<file path="config.mk">
export PLATFORM = sky130hd
export DESIGN_NAME = uart_rx_cfg
export DESIGN_NICKNAME = d
export VERILOG_FILES = /design/src/rtl/uart_rx_cfg.sv
export SDC_FILE = /design/constraint.sdc
export NUM_CORES = 1
export LEC_CHECK = 0
export BUFFER_PORTS_ARGS = -buffer_cell sky130_fd_sc_hd__clkbuf_2
export CAP_MARGIN = 20
export CELL_PAD_IN_SITES_DETAIL_PLACEMENT = 0
export CELL_PAD_IN_SITES_GLOBAL_PLACEMENT = 1
export CORE_MARGIN = 2
export CORE_UTILIZATION = 50
export CTS_CLUSTER_DIAMETER = 40
export CTS_CLUSTER_SIZE = 40
export DETAILED_ROUTE_END_ITERATION = 8
export PLACE_DENSITY_LB_ADDON = 0.1
export SLEW_MARGIN = 10
export SYNTH_ARGS = -nofsm -noshare
export SYNTH_HDL_FRONTEND = slang
export SYNTH_SLANG_ARGS = --single-unit
export TNS_END_PERCENT = 30
</file>
<file path="constraint.sdc">
create_clock -name clk_50M -period 3.4 [get_ports clk_50M]
set_clock_uncertainty 0.05 [all_clocks]
set_input_delay 0.17 -clock clk_50M [delete_from_list [all_inputs] [get_ports clk_50M]]
set_output_delay 0.17 -clock clk_50M [all_outputs]
set_load 0.01 [all_outputs]
</file>
<file path="src/rtl/uart_rx_cfg.sv">
// UART receiver with configurable frame format, majority-of-3 mid-bit sampling,
// parity/framing/break detection and a valid/ready holding register with overrun flag.
module uart_rx_cfg #(
    parameter int CLKS_PER_BIT = 434,
    parameter int DATA_BITS    = 8,
    parameter int PARITY       = 0,
    parameter int STOP_BITS    = 1
) (
    input  logic                 clk_50M,
    input  logic                 rst_n,
    input  logic                 i_Rx,
    input  logic                 i_ready,
    output logic [DATA_BITS-1:0] o_data,
    output logic                 o_valid,
    output logic                 o_parity_err,
    output logic                 o_frame_err,
    output logic                 o_break,
    output logic                 o_overrun
);

    localparam int CW = $clog2(CLKS_PER_BIT);
    localparam int IW = $clog2(DATA_BITS + 1);
    localparam int H  = CLKS_PER_BIT / 2;

    localparam logic [CW-1:0] CNT_A    = CW'(H - 1);
    localparam logic [CW-1:0] CNT_B    = CW'(H);
    localparam logic [CW-1:0] CNT_DEC  = CW'(H + 1);
    localparam logic [CW-1:0] CNT_LAST = CW'(CLKS_PER_BIT - 1);
    localparam logic [IW-1:0] LAST_IDX = IW'(DATA_BITS - 1);
    localparam logic          LAST_STOP = (STOP_BITS == 2);

    localparam logic [2:0] S_IDLE   = 3'd0;
    localparam logic [2:0] S_START  = 3'd1;
    localparam logic [2:0] S_DATA   = 3'd2;
    localparam logic [2:0] S_PARITY = 3'd3;
    localparam logic [2:0] S_STOP   = 3'd4;
    localparam logic [2:0] S_BREAK  = 3'd5;

    logic                 rx_meta, rx;
    logic [2:0]           state_q, state_d;
    logic [CW-1:0]        cnt_q, cnt_d;
    logic [IW-1:0]        idx_q, idx_d;
    logic                 stop_q, stop_d;
    logic [DATA_BITS-1:0] shift_q, shift_d;
    logic                 par_q, par_d;
    logic                 ferr_q, ferr_d;
    logic                 zero_q, zero_d;
    logic                 samp_a_q, samp_a_d;
    logic                 samp_b_q, samp_b_d;
    logic                 maj, at_dec, at_wrap;
    logic                 load, load_brk, load_ferr, par_err;

    assign maj     = (samp_a_q & samp_b_q) | (samp_a_q & rx) | (samp_b_q & rx);
    assign at_dec  = (cnt_q == CNT_DEC);
    assign at_wrap = (cnt_q == CNT_LAST);

    always_comb begin
        par_err = 1'b0;
        if (PARITY == 1) begin
            par_err = ~(^shift_q ^ par_q);
        end else if (PARITY == 2) begin
            par_err = ^shift_q ^ par_q;
        end
    end

    always_comb begin
        state_d   = state_q;
        cnt_d     = cnt_q;
        idx_d     = idx_q;
        stop_d    = stop_q;
        shift_d   = shift_q;
        par_d     = par_q;
        ferr_d    = ferr_q;
        zero_d    = zero_q;
        samp_a_d  = samp_a_q;
        samp_b_d  = samp_b_q;
        load      = 1'b0;
        load_brk  = 1'b0;
        load_ferr = 1'b0;

        if (state_q != S_IDLE && state_q != S_BREAK) begin
            cnt_d = at_wrap ? '0 : cnt_q + 1'b1;
            if (cnt_q == CNT_A) samp_a_d = rx;
            if (cnt_q == CNT_B) samp_b_d = rx;
        end

        case (state_q)
            S_IDLE: begin
                cnt_d = '0;
                if (!rx) begin
                    state_d = S_START;
                    zero_d  = 1'b1;
                    ferr_d  = 1'b0;
                end
            end
            S_START: begin
                if (at_dec && maj) begin
                    state_d = S_IDLE;
                    cnt_d   = '0;
                end else if (at_wrap) begin
                    state_d = S_DATA;
                    idx_d   = '0;
                end
            end
            S_DATA: begin
                if (at_dec) begin
                    shift_d = {maj, shift_q[DATA_BITS-1:1]};
                    zero_d  = zero_q & ~maj;
                end
                if (at_wrap) begin
                    idx_d = idx_q + 1'b1;
                    if (idx_q == LAST_IDX) begin
                        state_d = (PARITY != 0) ? S_PARITY : S_STOP;
                        stop_d  = 1'b0;
                    end
                end
            end
            S_PARITY: begin
                if (at_dec) begin
                    par_d  = maj;
                    zero_d = zero_q & ~maj;
                end
                if (at_wrap) begin
                    state_d = S_STOP;
                    stop_d  = 1'b0;
                end
            end
            S_STOP: begin
                if (at_dec) begin
                    ferr_d = ferr_q | ~maj;
                    zero_d = zero_q & ~maj;
                    // Last stop bit: deliver at mid-bit so a following start edge is not missed
                    if (stop_q == LAST_STOP) begin
                        load      = 1'b1;
                        load_brk  = zero_q & ~maj;
                        load_ferr = ferr_q | ~maj;
                        state_d   = (zero_q & ~maj) ? S_BREAK : S_IDLE;
                        cnt_d     = '0;
                    end
                end else if (at_wrap) begin
                    stop_d = stop_q + 1'b1;
                end
            end
            S_BREAK: begin
                cnt_d = '0;
                if (rx) state_d = S_IDLE;
            end
            default: begin
                state_d = S_IDLE;
                cnt_d   = '0;
            end
        endcase
    end

    always_ff @(posedge clk_50M or negedge rst_n) begin
        if (!rst_n) begin
            rx_meta  <= 1'b1;
            rx       <= 1'b1;
            state_q  <= S_IDLE;
            cnt_q    <= '0;
            idx_q    <= '0;
            stop_q   <= 1'b0;
            shift_q  <= '0;
            par_q    <= 1'b0;
            ferr_q   <= 1'b0;
            zero_q   <= 1'b0;
            samp_a_q <= 1'b0;
            samp_b_q <= 1'b0;
        end else begin
            rx_meta  <= i_Rx;
            rx       <= rx_meta;
            state_q  <= state_d;
            cnt_q    <= cnt_d;
            idx_q    <= idx_d;
            stop_q   <= stop_d;
            shift_q  <= shift_d;
            par_q    <= par_d;
            ferr_q   <= ferr_d;
            zero_q   <= zero_d;
            samp_a_q <= samp_a_d;
            samp_b_q <= samp_b_d;
        end
    end

    always_ff @(posedge clk_50M or negedge rst_n) begin
        if (!rst_n) begin
            o_data       <= '0;
            o_valid      <= 1'b0;
            o_parity_err <= 1'b0;
            o_frame_err  <= 1'b0;
            o_break      <= 1'b0;
            o_overrun    <= 1'b0;
        end else if (load) begin
            o_data       <= load_brk ? '0 : shift_q;
            o_valid      <= 1'b1;
            o_parity_err <= par_err;
            o_frame_err  <= load_ferr;
            o_break      <= load_brk;
            o_overrun    <= o_valid & ~i_ready;
        end else if (o_valid && i_ready) begin
            o_valid <= 1'b0;
        end
    end

endmodule

</file>
==> results_dict.tcl <==
set metrics [dict create \
    htree_num_levels 2 \
    finalCritPeriodShare_pct 70.5 \
    viasPerCell 5.72 \
    worstPathRequired_ns 3.53 \
    port_buffers 15 \
    slew_viol_final 0 \
    placed_cells 256 \
    synth_area_um2 2130 \
    pre_cts_slack_ns 1.00 \
    cellPowerDensity_nw_per_um2 356 \
    clkTransAtPathRegs_ns 0.08 \
    crit_type "flop to flop" \
    grt.overflow.total 0 \
    r2r_start "state_q[1]$_DFFE_PN0P_" \
    drcViolationCount 0 \
    status "complete, no violations" \
    syn-mean-instance-area_um2 10.6 \
    antenna_found_initial 0 \
    ios 17 \
    worstPathArrival_ns 2.53 \
    worstSetupStartpointType "flop" \
    final_net_count 226 \
    crit_start "state_q[1]$_DFFE_PN0P_" \
    hp-start "i_ready" \
    drt_iter0_drc 50 \
    synth_edf_count 0 \
    drtAntennaViolNets 0 \
    synth_cells 202 \
    tightest_slew_ns 0.878 \
    synthFlopType "dfrtp_1" \
    rr_worst_depth 3 \
    clkSinkCount 43 \
    setup_slack_ns 1.00 \
    globalRouteTotalUtil_pct 18.6 \
    wl_per_cell_um 14.8 \
    hp-class "input port to flop" \
    final_cell_mix "dfrtp_1 (41), inv_1 (16), clkbuf_2 (16)" \
    die_y_um 69.3 \
    syn_nets 211 \
    cts_buffers 5 \
    rr_endpoint "shift_q[2]$_DFFE_PN0P_" \
    hold_path_depth 3 \
    drive_gt1_share_pct 18.8 \
    ir_drop_uv 355 \
    synth_cell_type_count 50 \
    yosysWarningCount 0 \
    grt_pass1_vias 1602 \
    fillers 346 \
    initial_utilization_pct 52.6 \
    async_flop_share_pct 100 \
    place_hpwl_um 2710 \
    die-width_um 69.3 \
    core_area_um2 4060 \
    slew_headroom_pct 41.0 \
    grt_pass1_wl_um 7290 \
    vias 1533 \
    setup_tns_ns 0 \
    cp_max_fo 21 \
    power.leakage_nw 1.07 \
    rrSetupSlack_ns 1.00 \
    hold_viol_final 0 \
    maxCapViolCount 0 \
    die-area_um2 4810 \
    cts_tree "yes" \
    syn_to_final_growth_pct 10.9 \
    antennaDiodeCount 0 \
    yosysSeqAreaShare_pct 50.5 \
    clock.fmax_mhz 417 \
    period_minus_slack_ns 2.40 \
    rsz0062_at_grt "no" \
    fp-row-count 23 \
    gp_congestion 0.775 \
    first_pass_iters 4 \
    ys_ff_latch 43 \
    finalSetupViolCount 0 \
    drt_wl_total_um 3960 \
    final_util_pct 58.3 \
    clockBufferDepth 2 \
    final_common_cell "dfrtp_1" \
    hold_path_end "o_valid$_DFFE_PN0P_" \
    end_kind "flop" \
    stdcell_count 268 \
    grt_max_degree 44 \
    cts_root_buf "clkbuf_8" \
    holdWs_ns 0.167 \
    clkLatencyLatePin_ns 0.29 \
]
timing repair:
action,in CTS,in global routing
setup endpoints to repair,0,0
gates resized for setup,0,0
endpoints found under the hold margin,1,19
hold buffers,1,1
setup buffers,0,0
sequential cells by signal, summed over array words and instances, names as in the netlist, 3 cells and up:
| register | cells |
|---|---|
| o_data | 8 |
| idx_q | 4 |
| state_q | 3 |
| shift_q | 8 |
| cnt_q | 9 |
Yosys cell counts, types with 2 or more instances:
cell,instances,share of area (%)
a211o_1,2,0.82
a21oi_1,2,0.47
a31oi_1,4,1.2
and2_1,2,0.59
and3_1,2,0.59
and4_1,2,0.82
clkbuf_1,10,1.8
dfrtp_1,41,48
dfstp_2,2,2.5
ha_1,5,2.9
inv_1,16,2.8
mux2_2,11,5.8
mux2i_1,3,1.4
nand2_1,5,0.88
nand2b_1,3,0.88
nand3_1,12,2.8
nor2_1,13,2.3
nor2b_1,3,0.88
nor3_1,2,0.47
nor3b_1,2,0.70
nor4b_1,2,0.82
o2111ai_1,6,2.5
o211ai_1,2,0.70
o21a_1,3,1.1
o21ai_0,13,3.0
o31ai_1,2,0.70
or3b_2,2,0.82
xor2_1,8,3.3
kinds of logic (layout without fill, tap and decap cells):
kind of cell               Yosys count  in the layout  share of synthesized area [%]
and+or+nand+nor                     59             59                           15.9
DFF                                 43             43                           50.5
AOI/OAI and AO/OA                   42             42                           13.8
buffers and inverters               28             44                           5.16
muxes                               15             15                           7.74
xor gates and xnor gates             8              8                           3.28
adders and majority gates            6              6                           3.40
other                                1              1                          0.176
layer usage:
layer | GRT usage [%] | vias up | share of wire (%)
met5 | 0 | - | 0
met4 | 6.54 | 0 | 1.5
met3 | 4.07 | 7 | 3.6
met2 | 30.0 | 26 | 46
met1 | 24.8 | 749 | 49
li1 | - | 751 | -
worst max-delay path by stage:
| stage | end | slack [ns] | cells after the start |
|---|---|---|---|
| final | shift_q[2]$_DFFE_PN0P_ | 1.00 | 3 |
| after global routing | shift_q[2]$_DFFE_PN0P_ | 0.70 | 3 |
| after CTS | shift_q[2]$_DFFE_PN0P_ | 1.00 | 3 |
| after detailed placement | shift_q[6]$_DFFE_PN0P_ | 1.00 | 3 |
| after global placement | shift_q[6]$_DFFE_PN0P_ | 1.10 | 3 |
| after floorplan | state_q[0]$_DFFE_PN0P_ | 1.30 | 5 |
per-stage QoR:
step	power, mW	instance area, µm²
floorplan	0.526	2130
global placement	0.537	2230
detailed placement	0.538	2230
CTS	0.855	2320
global route	0.882	2370
finish	0.842	2370
report_power, final:
group | switching, mW | internal [mW]
sequential | 0.00135 | 0.513
clock | 0.167 | 0.143
combinational | 0.0114 | 0.00638
total | 0.179 | 0.663
worst max-delay path, stage by stage (launching register included):
cell	delay (ns)
dfrtp_1	0.74
nor3b_1	0.66
nand3_1	0.45
mux2_2	0.39
final cells by class:
cell class                      count  area (µm²)  area share [%]
Tap cell                           50        62.6            2.64
Inverter                           16        60.1            2.54
Sequential cell                    43        1080            45.6
Multi-Input combinational cell    131         946            40.0
Timing Repair Buffer               20         135            5.71
Clock buffer                        6        72.6            3.07
Clock inverter                      2        12.5           0.529
Note: power is estimated with default switching activity, not from simulation.
